==> config.mk <==
export PLATFORM = sky130hd
export DESIGN_NAME = oh_parity_acc
export DESIGN_NICKNAME = d
export VERILOG_FILES = /design/src/rtl/oh_parity_acc.sv
export SDC_FILE = /design/constraint.sdc
export NUM_CORES = 1
export LEC_CHECK = 0
export BUFFER_PORTS_ARGS = -buffer_cell sky130_fd_sc_hd__buf_2
export CORE_UTILIZATION = 50
export DETAILED_ROUTE_END_ITERATION = 10
export PLACE_DENSITY = 0.81
export SLEW_MARGIN = 20
export SYNTH_ARGS = -nofsm -noshare
export SYNTH_HDL_FRONTEND = slang
export SYNTH_SLANG_ARGS = --single-unit
==> constraint.sdc <==
create_clock -name clk -period 1.9 [get_ports clk]
set_clock_uncertainty 0.2 [all_clocks]
set_input_delay 0.285 -clock clk [delete_from_list [all_inputs] [get_ports clk]]
set_output_delay 0.285 -clock clk [all_outputs]
set_load 0.005 [all_outputs]
==> src/rtl/oh_parity_acc.sv <==
`default_nettype none
// ============================================================================
// Module   : oh_parity_acc (with leaf cell xor4)
// Brief    : Streaming packet-parity accumulator over a valid/ready beat
//            stream, built on a 4-input XOR reduction tree.
// Revision : 1.0  initial release
// ============================================================================

module xor4 #(
    parameter PROP = "DEFAULT"
) (
    input  logic a,
    input  logic b,
    input  logic c,
    input  logic d,
    output logic z
);
    generate
        if (PROP == "") begin : g_prop_check
            $error("xor4: PROP must not be empty");
        end
    endgenerate

    assign z = a ^ b ^ c ^ d;
endmodule

module oh_parity_acc #(
    parameter int DW   = 32,
    parameter int CW   = 8,
    parameter     PROP = "DEFAULT"
) (
    input  logic          clk,
    input  logic          reset,
    input  logic          in_valid,
    output logic          in_ready,
    input  logic [DW-1:0] in_data,
    input  logic          in_last,
    output logic          out_valid,
    input  logic          out_ready,
    output logic          out_parity,
    output logic [CW-1:0] out_beats,
    output logic          out_sat
);
    generate
        if (((DW % 4) != 0) || (DW < 4)) begin : g_dw_check
            $error("oh_parity_acc: DW must be a non-zero multiple of 4");
        end
    endgenerate

    // Node count at each tree level: level 0 is the raw beat, each level
    // above folds groups of four.
    function automatic int f_nodes(input int lvl);
        int n;
        n = DW;
        for (int j = 0; j < lvl; j++) n = (n + 3) / 4;
        return n;
    endfunction

    function automatic int f_levels();
        int n;
        int l;
        n = DW;
        l = 0;
        while (n > 1) begin
            n = (n + 3) / 4;
            l++;
        end
        return l;
    endfunction

    localparam int            c_levels  = f_levels();
    localparam logic [CW-1:0] c_cnt_max = '1;

    generate
        for (genvar l = 1; l <= c_levels; l++) begin : g_lvl
            localparam int c_n_prev = f_nodes(l - 1);
            localparam int c_n      = f_nodes(l);

            logic [c_n_prev-1:0] w_prev;
            logic [4*c_n-1:0]    w_lin;
            logic [c_n-1:0]      w_out;

            if (l == 1) begin : g_src_in
                assign w_prev = in_data;
            end else begin : g_src_lvl
                assign w_prev = g_lvl[l-1].w_out;
            end

            if (4 * c_n == c_n_prev) begin : g_nopad
                assign w_lin = w_prev;
            end else begin : g_pad
                assign w_lin = {{(4*c_n - c_n_prev){1'b0}}, w_prev};
            end

            for (genvar i = 0; i < c_n; i++) begin : g_cell
                xor4 #(.PROP(PROP)) u_xor4 (
                    .a (w_lin[4*i+0]),
                    .b (w_lin[4*i+1]),
                    .c (w_lin[4*i+2]),
                    .d (w_lin[4*i+3]),
                    .z (w_out[i])
                );
            end
        end
    endgenerate

    logic          w_beat_par;
    logic          w_accept;
    logic          w_s1_adv;
    logic          w_cnt_ovf;
    logic [CW-1:0] w_cnt_inc;

    logic          r_v1;
    logic          r_p1;
    logic          r_last1;
    logic          r_acc;
    logic [CW-1:0] r_cnt;
    logic          r_sat;

    assign w_beat_par = g_lvl[c_levels].w_out[0];

    // Only a last beat can be held in S1; non-last beats fold into the
    // accumulator unconditionally.
    assign w_s1_adv  = r_v1 & (~r_last1 | ~out_valid | out_ready);
    assign in_ready  = ~reset & (~r_v1 | w_s1_adv);
    assign w_accept  = in_valid & in_ready;

    assign w_cnt_ovf = (r_cnt == c_cnt_max);
    assign w_cnt_inc = w_cnt_ovf ? r_cnt : r_cnt + CW'(1);

    always_ff @(posedge clk or posedge reset) begin
        if (reset) begin
            r_v1       <= 1'b0;
            r_p1       <= 1'b0;
            r_last1    <= 1'b0;
            r_acc      <= 1'b0;
            r_cnt      <= '0;
            r_sat      <= 1'b0;
            out_valid  <= 1'b0;
            out_parity <= 1'b0;
            out_beats  <= '0;
            out_sat    <= 1'b0;
        end else begin
            if (w_accept) begin
                r_v1    <= 1'b1;
                r_p1    <= w_beat_par;
                r_last1 <= in_last;
            end else if (w_s1_adv) begin
                r_v1    <= 1'b0;
            end

            if (w_s1_adv && !r_last1) begin
                r_acc <= r_acc ^ r_p1;
                r_cnt <= w_cnt_inc;
                r_sat <= r_sat | w_cnt_ovf;
            end else if (w_s1_adv && r_last1) begin
                r_acc <= 1'b0;
                r_cnt <= '0;
                r_sat <= 1'b0;
            end

            // A new result loading on the consume edge takes priority.
            if (w_s1_adv && r_last1) begin
                out_valid  <= 1'b1;
                out_parity <= r_acc ^ r_p1;
                out_beats  <= w_cnt_inc;
                out_sat    <= r_sat | w_cnt_ovf;
            end else if (out_ready) begin
                out_valid  <= 1'b0;
            end
        end
    end
endmodule

`default_nettype wire

### After elaboration in Yosys (flattened, before gate mapping)

Index checks and enable logic that the tools add are counted.

| cells by class | value |
|---|---|
| shift-type cells | 0 |
| div/mod/pow operators | 0 |
| $add $sub $neg | 1 |
| bitwise logic cells | 43 |
| multipliers | 0 |
| magnitude comparators | 0 |
| reduce and logical (&&, ||, !) cells | 6 |
| muxes and demuxes | 10 |
| equality and inequality tests | 1 |

Operators with widths:

| cell | count |
|---|---|
| 1-bit bitwise XOR | 32 |
| 8-bit 2-to-1 mux | 3 |
| 8-bit by 1-bit adder with 8-bit output, second input constant | 1 |
| 8-bit == test, second input constant | 1 |
| 1-bit 2-to-1 mux | 7 |
| 2-bit nonzero test | 3 |
| 1-bit NOT | 4 |
| 1-bit bitwise OR | 4 |
| 1-bit bitwise AND | 3 |
| 1-bit logical AND | 2 |
| 1-bit zero test | 1 |

| storage, ports and cells | value |
|---|---|
| ROM bits | 0 |
| input port bits | 37 |
| bits in registers | 24 |
| memories kept | 0 |
| bits in latches | 0 |
| RAM bits | 0 |

### Longest topological paths before layout

Gate-level depths: netlist of the first run.

| depth | value |
|---|---|
| word-level depth | 8 |
| depth in mapped cells | 7 |
| mapped depth without buffers | 7 |

### Hierarchy

A second synthesis of the first run with hierarchy kept.

| second synthesis, totals | value |
|---|---|
| cells, all modules | 160 |
| area total of the unflattened synthesis | 1512.7 µm² |

Modules (own cells, without submodules):

| module | cells each | instances | area an instance (µm²) |
|---|---|---|---|
| oh_parity_acc | 127 | 1 | 1223.7 |
| xor4 | 3 | 11 | 26.3 |

### Least setup slack after synthesis of the first run

No wires, ideal clock.

| timing path | value |
|---|---|
| path type | flip-flop to flip-flop |
| start | register r_cnt[0] |
| end | register r_cnt[6] |
| stages on the path, launching flop included | 8 |
| path buffers | 0 |
| required time | 1.627 ns |
| slack | 0.113 ns |
| data arrival time | 1.514 ns |
| library setup time | 0.073 ns |
| cell sequence | dfrtp_1 > ha_1 > nand2_1 > or3_4 > clkinv_1 > a21oi_1 > a41o_1 > a21oi_2 |

| on the way | value |
|---|---|
| word-level cells in the longest chain between the ends | 3 |

Ends and longest elaborated chain:

| element | RTL line | text |
|---|---|---|
| start, declared | 117 | `logic [CW-1:0] r_cnt;` |
| start signal, assigned | 154 | `r_cnt <= w_cnt_inc;` |
| 8-bit by 1-bit adder with 8-bit output or 8-bit == test (tied branches) | 129, 128 |  |
| 8-bit 2-to-1 mux * | 129 | `assign w_cnt_inc = w_cnt_ovf ? r_cnt : r_cnt + CW'(1);` |
| 8-bit 2-to-1 mux * | 152 | `if (w_s1_adv && !r_last1) begin` |

Mark *: on every way between the ends. The rest lies on a longest branch, timed or not.
A chain may end at the register's enable or synchronous reset.

### Final worst setup path of the first run

| timing path | value |
|---|---|
| start | register r_cnt[1] |
| end | register r_cnt[6] |

The elaborated chain is that of the path after synthesis.

==> metrics.md, run 1 <==
| Metric | Value |
|---|---|
| Outcome | complete, no violations |
| CP startpoint kind | flop |
| Grt ovf | 0 |
| CP top delay family | simple AND/OR/NAND/NOR gates |
| First-pass GRT wire length | 4780 um |
| N_diodes | 0 |
| Critical-path cell list | ha_2, nand2_2, or3_4, clkinv_1, a21oi_1, a41o_1, a21oi_2 |
| Fmax | 564 MHz |
| Worst r2r src | r_cnt[1] |
| Final GP Congestion | 0.844 |
| Clk slew on worst S/H paths | 130 ps |
| Count of final hold-check violations | 0 |
| Most frequent cells in the layout | buf_2, nand2_1, xnor2_1, dfrtp_1, o21ai_1 |
| Net Count, Synth | 198 |
| Biggest regs | out_beats: 8 flops, r_cnt: 8 flops |
| Pre-Repair DR Iteration Count | 4 |
| Slew Limit Fails | 0 |
| Uppermost layer routed | met4 |
| Initial core utilization | 0.527 |
| Die width | 55.9 um |
| Met1 Routed Length | 1210 um |
| CP Class | reg2reg |
| R2R Setup Slk | 130 ps |
| Tmin final | 1770 ps |
| Cell taking the most area after synthesis | dfrtp_1 |
| Max_slew headroom | 0.743 |
| WHS Path Cells | 3 |
| CTS tree | built |
| Critical Path AT | 1830 ps |
| Final ANT Viol Nets | 0 |
| Root buffer cell | clkbuf_4 |
| Worst setup slack after placement | 130 ps |
| Largest net degree at the start of global routing | 25 |
| Vias per inst | 5.15 |
| Die Ht | 55.9 um |
| Hold Path End | r_v1 |
| I/O Buffers | 48 |
| Die area | 3130 um2 |
| Synth Flop Type | dfrtp_1 |
| R2r endpoint | r_cnt[6] |
| Power, Total | 1.51 mW |
| CP max-delay cell | dfrtp_1 |
| Starting DRT DRC Count | 35 |
| # IOs | 49 |
| Hold Crit Class | in2reg |
| VDD IR-drop max | 0.576 mV |
| DR vias | 1262 |
| Fin nets | 254 |
| P per Cell Area | 838 nW/um2 |
| Layout cells sized above 1 | 0.294 |
| Routed WL per cell | 11.0 um |
| Area delta synth->final | 24.0% |
| Gr usage total | 0.190 |
| Fillers | 239 |
| Area contributors post-synth | dfrtp_1, xnor2_1, nand2_1 |
| Commonest non-fill, non-tap cell in the layout | buf_2 |
| Crit-path max cell delay | 430 ps |
| Max_cap viols | 0 |
| Final standard cell area without fillers | 1800 um2 |
| Clk_lat worst skew | 310 ps |
| Critical path capture point type | flop |
| DP Wirelength | 2100 um |
| Crit path buffers/inverters | 1 |
| Clk sink count | 24 |
| Post-DP Area | 1760 um2 |
| Post-synth top area share | 0.413 |
| LEAKAGE | 0.866 nW |
| Synth cell types | 33 |
| EDFF count, synth | 0 |
| Final number of setup-violating endpoints | 0 |
| Initial antenna violation count | 0 |
| Vias in the first global route | 1188 |
| Syn avg cell area | 9.09 um2 |
| Setup Buffers After CTS | 0 |
| Worst R2R Path Depth | 7 |
| Clock buffer depth | 2 |
| Max FO, Critical Path | 5 |
| Total Wirelength | 2680 um |
| Worst EP required | 1960 ps |
| Rows | 19 |
| Worst slew pin tran | 384 ps |
| Synthesized flop and latch total | 24 |
| Min-Delay Startpoint | in_valid |
| Core box area | 2760 um2 |
| H-tree levels | 1 |
| Final period utilization | 0.934 |
| Remaining routing DRC violations | 0 |
| Wire length on met3 | 151 um |
| Synthesis Warnings | 0 |
| Sequential fraction of the synthesis area | 0.413 |
| Met2 WL | 1270 um |
| Post-Syn Area | 1450 um2 |
| Total CTS buffers | 3 |
| Async SR Flop Fraction | 1.00 |
| Cells after synthesis | 160 |
| Slack of the critical path | 126 ps |
[worst max path at each step]
stage,startpoint,end,cells past startpoint
floorplan,r_cnt[0],r_cnt[6],7
CTS,r_cnt[1],r_cnt[6],7
global placement,r_cnt[1],r_cnt[6],7
detailed placement,r_cnt[1],r_cnt[6],7
finish,r_cnt[1],r_cnt[6],7
global route,r_cnt[1],r_cnt[6],7
[Yosys cell counts (2+ instances only)]
cell / count
mux2i_1: 2
xor2_1: 7
nand2_1: 32
a21oi_1: 6
nand3_1: 4
clkbuf_1: 4
o21ai_1: 9
inv_1: 3
nor2b_1: 4
nand2b_1: 2
nor2_1: 8
xnor2_1: 29
o21ai_0: 6
dfrtp_1: 24
a31oi_1: 2
[metrics by stage]
stage / std cells / setup TNS (ps) / hold slack [ps] / utilization
floorplan: 160 / 0 / 99.6 / -
global placement: 240 / 0 / 153 / 0.637
detailed placement: 240 / 0 / 152 / 0.637
CTS: 245 / 0 / 40.1 / 0.652
global route: 245 / -1.54 / 78.2 / 0.654
finish: 245 / 0 / 42.2 / 0.654
[report_power, final]
group	total, mW	switching (mW)	internal (mW)
clock	0.226	0.152	0.0742
combinational	0.556	0.246	0.310
sequential	0.728	0.0997	0.629
[cell families after synthesis]
logic type / Yosys count / share of synthesized area
DFF: 24 / 0.413
buffers and inverters: 8 / 0.0206
adders and majority gates: 1 / 0.00860
and+or+nand+nor: 57 / 0.189
xor gates and xnor gates: 36 / 0.217
AOI/OAI and AO/OA: 30 / 0.122
muxes: 4 / 0.0293
[layer usage]
layer	up-vias	GRT usage
met5	-	0
met4	0	0.0732
met3	4	0.0140
met2	51	0.330
met1	565	0.249
li1	642	-
[worst min-delay path: stages]
cell     delay, ps
buf_2           70
nand2_1         90
nand2_1         80
[cell type report]
class | count | area [um2] | share of cell area
clock buffers | 3 | 22.5 | 0.0125
inverters | 4 | 15.0 | 0.00833
multi-input cells | 128 | 828 | 0.459
flip-flops and latches | 24 | 601 | 0.333
well taps | 31 | 38.8 | 0.0215
repair buffers | 55 | 298 | 0.165
[what timing repair did]
action,in CTS,in global routing
setup endpoints to repair,0,1
hold buffers,2,0
endpoints found under the hold margin,25,0
resized for setup,0,2
Power figures use the tool's default switching activity.
==> run 2: changes to the inputs <==
--- a/config.mk
+++ b/config.mk
@@ -5,10 +5,12 @@
 export SDC_FILE = /design/constraint.sdc
 export NUM_CORES = 1
 export LEC_CHECK = 0
+export ABC_AREA = 1
 export BUFFER_PORTS_ARGS = -buffer_cell sky130_fd_sc_hd__buf_2
-export CORE_UTILIZATION = 50
+export CORE_UTILIZATION = 52
 export DETAILED_ROUTE_END_ITERATION = 10
-export PLACE_DENSITY = 0.81
+export PLACE_DENSITY = 0.82
+export RECOVER_POWER = 25
 export SLEW_MARGIN = 20
 export SYNTH_ARGS = -nofsm -noshare
 export SYNTH_HDL_FRONTEND = slang
==> metrics.md, run 2 <==
| Metric | Value |
|---|---|
| Outcome | complete, no violations |
| Cell taking the most area after synthesis | dfrtp_1 |
| Cell with the most instances after synthesis | nand2_1 |
| Setup Buffers After CTS | 0 (unchanged) |
| Largest net degree at the start of global routing | 25 (unchanged) |
| DP Wirelength | 2640 um (+25%) |
| Total CTS buffers | 3 (unchanged) |
| Vias per inst | 4.57 (-11%) |
| Die area | 3530 um2 (+13%) |
| Worst EP required | 1410 ps (-550 ps) |
| Routed WL per cell | 8.87 um (-19%) |
| Area delta synth->final | 21.9% |
| Adder-Cell Fraction of Synth Area | 0.00730 (-0.00130) |
| Final GP Congestion | 0.829 (-1.8%) |
| Fillers | 294 (+23%) |
| Post-synthesis simple-gate area fraction | 0.405 (+0.215) |
| Rows | 20 (+1) |
| LEAKAGE | 1.32 nW (+52%) |
| Max_slew headroom | 0.606 (-0.138) |
| Met3 Use GR | 0.0328 (+0.0188) |
| Net Count, Synth | 310 (+57%) |
| Root buffer cell | clkbuf_4 |
| VDD IR-drop max | 0.368 mV (-36%) |
| Clk sink count | 24 (unchanged) |
| Pre-Repair DR Iteration Count | 4 (unchanged) |
| DR vias | 1708 (+35%) |
| GRT Max-Usage Layer | met2 |
| Fmax | 582 MHz (+3.3%) |
| Max_cap viols | 0 (unchanged) |
| Clk_lat worst skew | 310 ps (about the same) |
| Critical path capture point type | output port |
| WHS Path Cells | 3 (unchanged) |
| Most frequent cells in the layout | nand2_1, buf_2, inv_1, dfrtp_1 |
| Multiplexer share of the synthesized area | 0 (-0.0293) |
| M1 GR Usage | 0.274 (+0.0256) |
| Commonest non-fill, non-tap cell in the layout | nand2_1 |
| Core box area | 3080 um2 (+12%) |
| Max FO, Critical Path | 2 (-3) |
| Final ANT Viol Nets | 0 (unchanged) |
| First-pass GRT wire length | 5730 um (+20%) |
| I/O Buffers | 48 (unchanged) |
| Total Wirelength | 3320 um (+24%) |
| Final period utilization | 0.904 (-0.0295) |
| Initial core utilization | 0.557 (+0.0293) |
| RSZ-0062 raised after global routing | false |
| Power, Total | 1.39 mW (-8.1%) |
| CP Class | in2out |
| Post-synth top area share | 0.351 (-0.0625) |
| Worst slew pin tran | 591 ps (+207 ps) |
| Synth cell types | 20 (-39%) |
| Tmin final | 1720 ps (-56.1 ps) |
| Multi-input logic area | 961 um2 (+16%) |
| Slew Limit Fails | 0 (unchanged) |
| Area contributors post-synth | dfrtp_1, nand2_1, inv_1 |
| Count of final hold-check violations | 0 (unchanged) |
| Syn avg cell area | 6.30 um2 (-31%) |
| EDFF count, synth | 0 (unchanged) |
| Starting DRT DRC Count | 58 (+66%) |
| Sequential fraction of the synthesis area | 0.351 (-0.0625) |
| Worst R2R Path Depth | 7 (unchanged) |
| GR Util met2 | 0.368 (+0.0371) |
| # IOs | 49 (unchanged) |
| Clock buffer depth | 2 (unchanged) |
| Initial antenna violation count | 0 (unchanged) |
| Biggest regs | out_beats: 8 flops, r_cnt: 8 flops |
| Remaining routing DRC violations | 0 (unchanged) |
| Clk slew on worst S/H paths | 130 ps (about the same) |
| Cells after synthesis | 272 (+70%) |
| Main combinational cell family by area after synthesis | simple AND/OR/NAND/NOR gates |
| Synth Flop Type | dfrtp_1 |
| CTS tree | built |
| Synthesized flop and latch total | 24 (unchanged) |
| Post-synthesis compound-gate area fraction | 0.0519 (-0.0703) |
| Final standard cell utilization of the core | 0.678 (+0.0246) |
| Reg area | 601 um2 (unchanged) |
| P per Cell Area | 665 nW/um2 (-21%) |
| Final number of setup-violating endpoints | 0 (unchanged) |
| Top cells by count, synth | nand2_1, inv_1, dfrtp_1 |
| CP startpoint kind | primary input |
| Die Ht | 59.4 um (+6.2%) |
| Post-Syn Area | 1710 um2 (+18%) |
| Die width | 59.4 um (+6.2%) |
| Layout cells sized above 1 | 0.194 (-0.100) |
| Hold Crit Class | in2reg |
| N_diodes | 0 (unchanged) |
| Vias in the first global route | 1453 (+22%) |
| Async SR Flop Fraction | 1.00 (unchanged) |
| H-tree levels | 1 (unchanged) |
| Setup TNS | 0 ps (unchanged) |
| Critical Path AT | 1230 ps (-600 ps) |
| Fin nets | 370 (+46%) |
| Post-synthesis xor/xnor area fraction | 0.0972 (-0.120) |
| Grt ovf | 0 (unchanged) |
| Synthesis Warnings | 0 (unchanged) |
| Gr usage total | 0.213 (+0.0227) |
## run 2: cell types whose count changed in the layout (fill, tap and decap cells not counted), moves of 5 or more
cell     previous run  this run
o21ai_0             6        13
xnor2_1            29        11
nand2_1            31       141
nor2_1              8        13
a21oi_1             6         0
o21ai_1             9         1
nand3_1             4         9
inv_1               3        37
## run 2: per-stage QoR
step / cells / area, um2 / worst slack (ps) / hold slack [ps]
after floorplan: 272 / 1710 / 350 / 108
final: 374 / 2090 / 182 / 8.33
after detailed placement: 368 / 2040 / 217 / 170
after CTS: 374 / 2090 / 179 / 14.4
after global placement: 368 / 2040 / 307 / 164
after global routing: 374 / 2090 / 83.0 / 25.0
## run 2: cell families after synthesis
kind of cell               after synthesis
and+or+nand+nor                        172
buffers and inverters                   39
DFF                                     24
xor gates and xnor gates                19
AOI/OAI and AO/OA                       17
adders and majority gates                1
## run 2: final timing paths
path / from / endpoint / slack (ps)
max in group asynchronous: reset / out_beats[7] / 610
setup reg to reg: r_cnt[0] / r_cnt[1] / 190
min in group asynchronous: reset / out_beats[3] / 490
hold reg to reg: out_beats[7] / out_beats[7] / 290
setup / recovery: reset / in_ready / 180
hold / removal: in_valid / r_v1 / 8
## run 2: final cells by class
| cell class | instances | share of cell area |
|---|---|---|
| Multi-Input combinational cell | 209 | 0.460 |
| Sequential cell | 24 | 0.288 |
| Timing Repair Buffer | 56 | 0.146 |
| Inverter | 38 | 0.0689 |
| Tap cell | 44 | 0.0264 |
| Clock buffer | 3 | 0.0108 |
## run 2: layer usage
metal / part of all wire / wire (um) / up-vias
li1: - / - / 932
met1: 0.47 / 1560 / 731
met2: 0.48 / 1600 / 41
met3: 0.034 / 114 / 4
met4: 0.012 / 40 / 0
met5: 0 / 0 / -
## run 2: worst max-delay path, stage by stage
cell           delay (ps)
dlygate4sd3_1         540
buf_2                 130
inv_1                  60
nand2_1                50
inv_1                  60
buf_2                 110
## run 2: power by group
part           switching, mW  total (mW)  internal, mW
clock                  0.144       0.218        0.0741
sequential            0.0684       0.673         0.604
combinational          0.274       0.497         0.223
total                  0.487        1.39         0.901
## run 2: repair_timing
item | in CTS | in global routing
hold endpoints to repair | 26 | 0
gates resized for setup | 0 | 0
hold buffers | 3 | 0
==> run 3: changes to the inputs <==
--- a/config.mk
+++ b/config.mk
@@ -9,6 +9,7 @@
 export BUFFER_PORTS_ARGS = -buffer_cell sky130_fd_sc_hd__buf_2
 export CORE_UTILIZATION = 52
 export DETAILED_ROUTE_END_ITERATION = 10
+export MAX_ROUTING_LAYER = met4
 export PLACE_DENSITY = 0.82
 export RECOVER_POWER = 25
 export SLEW_MARGIN = 20
==> metrics.md, run 3 (synthesis results as in run 2) <==
| Metric | Value |
|---|---|
| Tmin final | 1720 ps (unchanged) |
| Clock Power Share | 0.157 (about the same) |
| Total CTS buffers | 3 (unchanged) |
| RSZ-0062 raised after global routing | false |
| Initial core utilization | 0.557 (unchanged) |
| Worst r2r src | r_cnt[0] |
| Share of power burned in registers | 0.485 (about the same) |
| Most frequent cells in the layout | nand2_1, buf_2, inv_1, dfrtp_1 |
| Final ANT Viol Nets | 0 (unchanged) |
| Crit-path max cell delay | 540 ps (about the same) |
| Count of final hold-check violations | 0 (unchanged) |
| Setup TNS | 0 ps (unchanged) |
| Clk_lat worst skew | 310 ps (about the same) |
| Max_slew headroom | 0.606 (about the same) |
| Die area | 3530 um2 (unchanged) |
| CTS resizes | 0 (unchanged) |
| Final number of setup-violating endpoints | 0 (unchanged) |
| Largest net degree at the start of global routing | 25 (unchanged) |
| Vias in the first global route | 1452 (-0.069%) |
| CP Class | in2out |
| Setup Buffers After CTS | 0 (unchanged) |
| Core box area | 3080 um2 (unchanged) |
| First-pass GRT wire length | 5730 um (unchanged) |
| Critical-path cell list | dlygate4sd3_1, buf_2, inv_1, nand2_1, inv_1, buf_2 |
| Max FO, Critical Path | 2 (unchanged) |
| Critical Path AT | 1230 ps (about the same) |
| Int Pwr | 901 uW (about the same) |
| N_diodes | 0 (unchanged) |
| Slew Limit Fails | 0 (unchanged) |
| Final GP Congestion | 0.841 (+1.5%) |
| Clk sink count | 24 (unchanged) |
| Hold Buf Count CTS | 3 (unchanged) |
| Final period utilization | 0.904 (unchanged) |
| LEAKAGE | 1.32 nW (unchanged) |
| Commonest non-fill, non-tap cell in the layout | nand2_1 |
| CP max-delay cell | dlygate4sd3_1 |
| Hold Crit Class | in2reg |
| Worst slew pin tran | 591 ps (-0.0142 ps) |
| Fmax | 582 MHz (unchanged) |
| Final standard cell utilization of the core | 0.678 (unchanged) |
| Sw frac | 0.351 (about the same) |
| H-tree levels | 1 (unchanged) |
| Power, Total | 1.39 mW (about the same) |
| Routed WL per cell | 8.86 um (about the same) |
| Outcome | complete, no violations |
| CTS tree | built |
| Worst EP required | 1410 ps (about the same) |
| Layout cells sized above 1 | 0.194 (unchanged) |
| Grt ovf | 0 (unchanged) |
| Vias per inst | 4.57 (unchanged) |
| CP startpoint kind | primary input |
| Fillers | 294 (unchanged) |
| Max_cap viols | 0 (unchanged) |
| VDD IR-drop max | 0.368 mV (about the same) |
| Min-Delay Startpoint | in_valid |
| Biggest regs | out_beats: 8 flops, r_cnt: 8 flops |
| Critical path capture point type | output port |
| Die width | 59.4 um (unchanged) |
| DP Wirelength | 2640 um (unchanged) |
| Remaining routing DRC violations | 0 (unchanged) |
| Starting DRT DRC Count | 48 (-17%) |
| CP top delay family | buffers and inverters |
| Reg area | 601 um2 (unchanged) |
| Clock buffer depth | 2 (unchanged) |
| Crit path buffers/inverters | 5 (unchanged) |
| Die Ht | 59.4 um (unchanged) |
| DR vias | 1708 (unchanged) |
| Area delta synth->final | 21.9% (unchanged) |
| Initial antenna violation count | 0 (unchanged) |
| Gr usage total | 0.220 (+0.00639) |
| Fin nets | 370 (unchanged) |
| Root buffer cell | clkbuf_4 |
| Multi-input logic area | 961 um2 (unchanged) |
| Rows | 20 (unchanged) |
| I/O Buffers | 48 (unchanged) |
| Total Wirelength | 3320 um (about the same) |
| # IOs | 49 (unchanged) |
| Pre-Repair DR Iteration Count | 4 (unchanged) |
| Comb pwr share | 0.358 (about the same) |
| Crit path from | reset |
| P_sw | 487 uW (about the same) |
| Clk slew on worst S/H paths | 130 ps (about the same) |
| P per Cell Area | 665 nW/um2 (about the same) |
[run 3: cell counts in the layout (fill, tap and decap cells not counted)]
No cell type changed its count.
[run 3: path summary, 6_finish.rpt]
| kind | endpoint | slack [ps] | cells past startpoint |
|---|---|---|---|
| min in group asynchronous | out_beats[3] | 490 | 4 |
| min reg2reg | out_beats[7] | 290 | 2 |
| min | r_v1 | 8 | 3 |
| max | in_ready | 180 | 6 |
| max in group asynchronous | out_beats[7] | 610 | 4 |
| max reg2reg | r_cnt[1] | 190 | 7 |
[run 3: area by class of cell]
type                       instances  area share
clock buffer                       3      0.0108
inverter                          38      0.0689
multi-input combinational        209       0.460
sequential                        24       0.288
tap                               44      0.0264
timing repair buffer              56       0.146
[run 3: per-layer routing]
layer  wire length (um)  up-vias  global-route usage
met3                114        4              0.0328
met1               1560      731               0.274
met5                  0        -                   -
li1                   -      932                   -
met4                 40        0              0.0612
met2               1600       41               0.368
[run 3: power groups by stage]
stage | Clock [mW] | Sequential [mW] | Combinational, mW
5_1_grt | 0.240 | 0.685 | 0.583
6_report | 0.219 | 0.673 | 0.497
4_1_cts | 0.224 | 0.672 | 0.503
3_5_place_dp | 0 | 0.680 | 0.497
3_3_place_gp | 0 | 0.676 | 0.482
2_1_floorplan | 0 | 0.677 | 0.322
[run 3: worst register-to-register path, stage by stage, from the launching register on]
cell      delay (ps)
dfrtp_1          420
ha_1             250
nand3_2          130
nor2_4            60
nand2_4           90
clkinv_2          90
o21ai_0          250
o22ai_1          100
[run 3: through the flow]
stage | area (um2) | hold WS (ps) | setup slack, ps | instances
5_1_grt | 2090 | 25.0 | 83.0 | 374
3_3_place_gp | 2040 | 164 | 307 | 368
4_1_cts | 2090 | 14.4 | 179 | 374
6_report | 2090 | 8.16 | 182 | 374
2_1_floorplan | 1710 | 108 | 350 | 272
3_5_place_dp | 2040 | 170 | 217 | 368
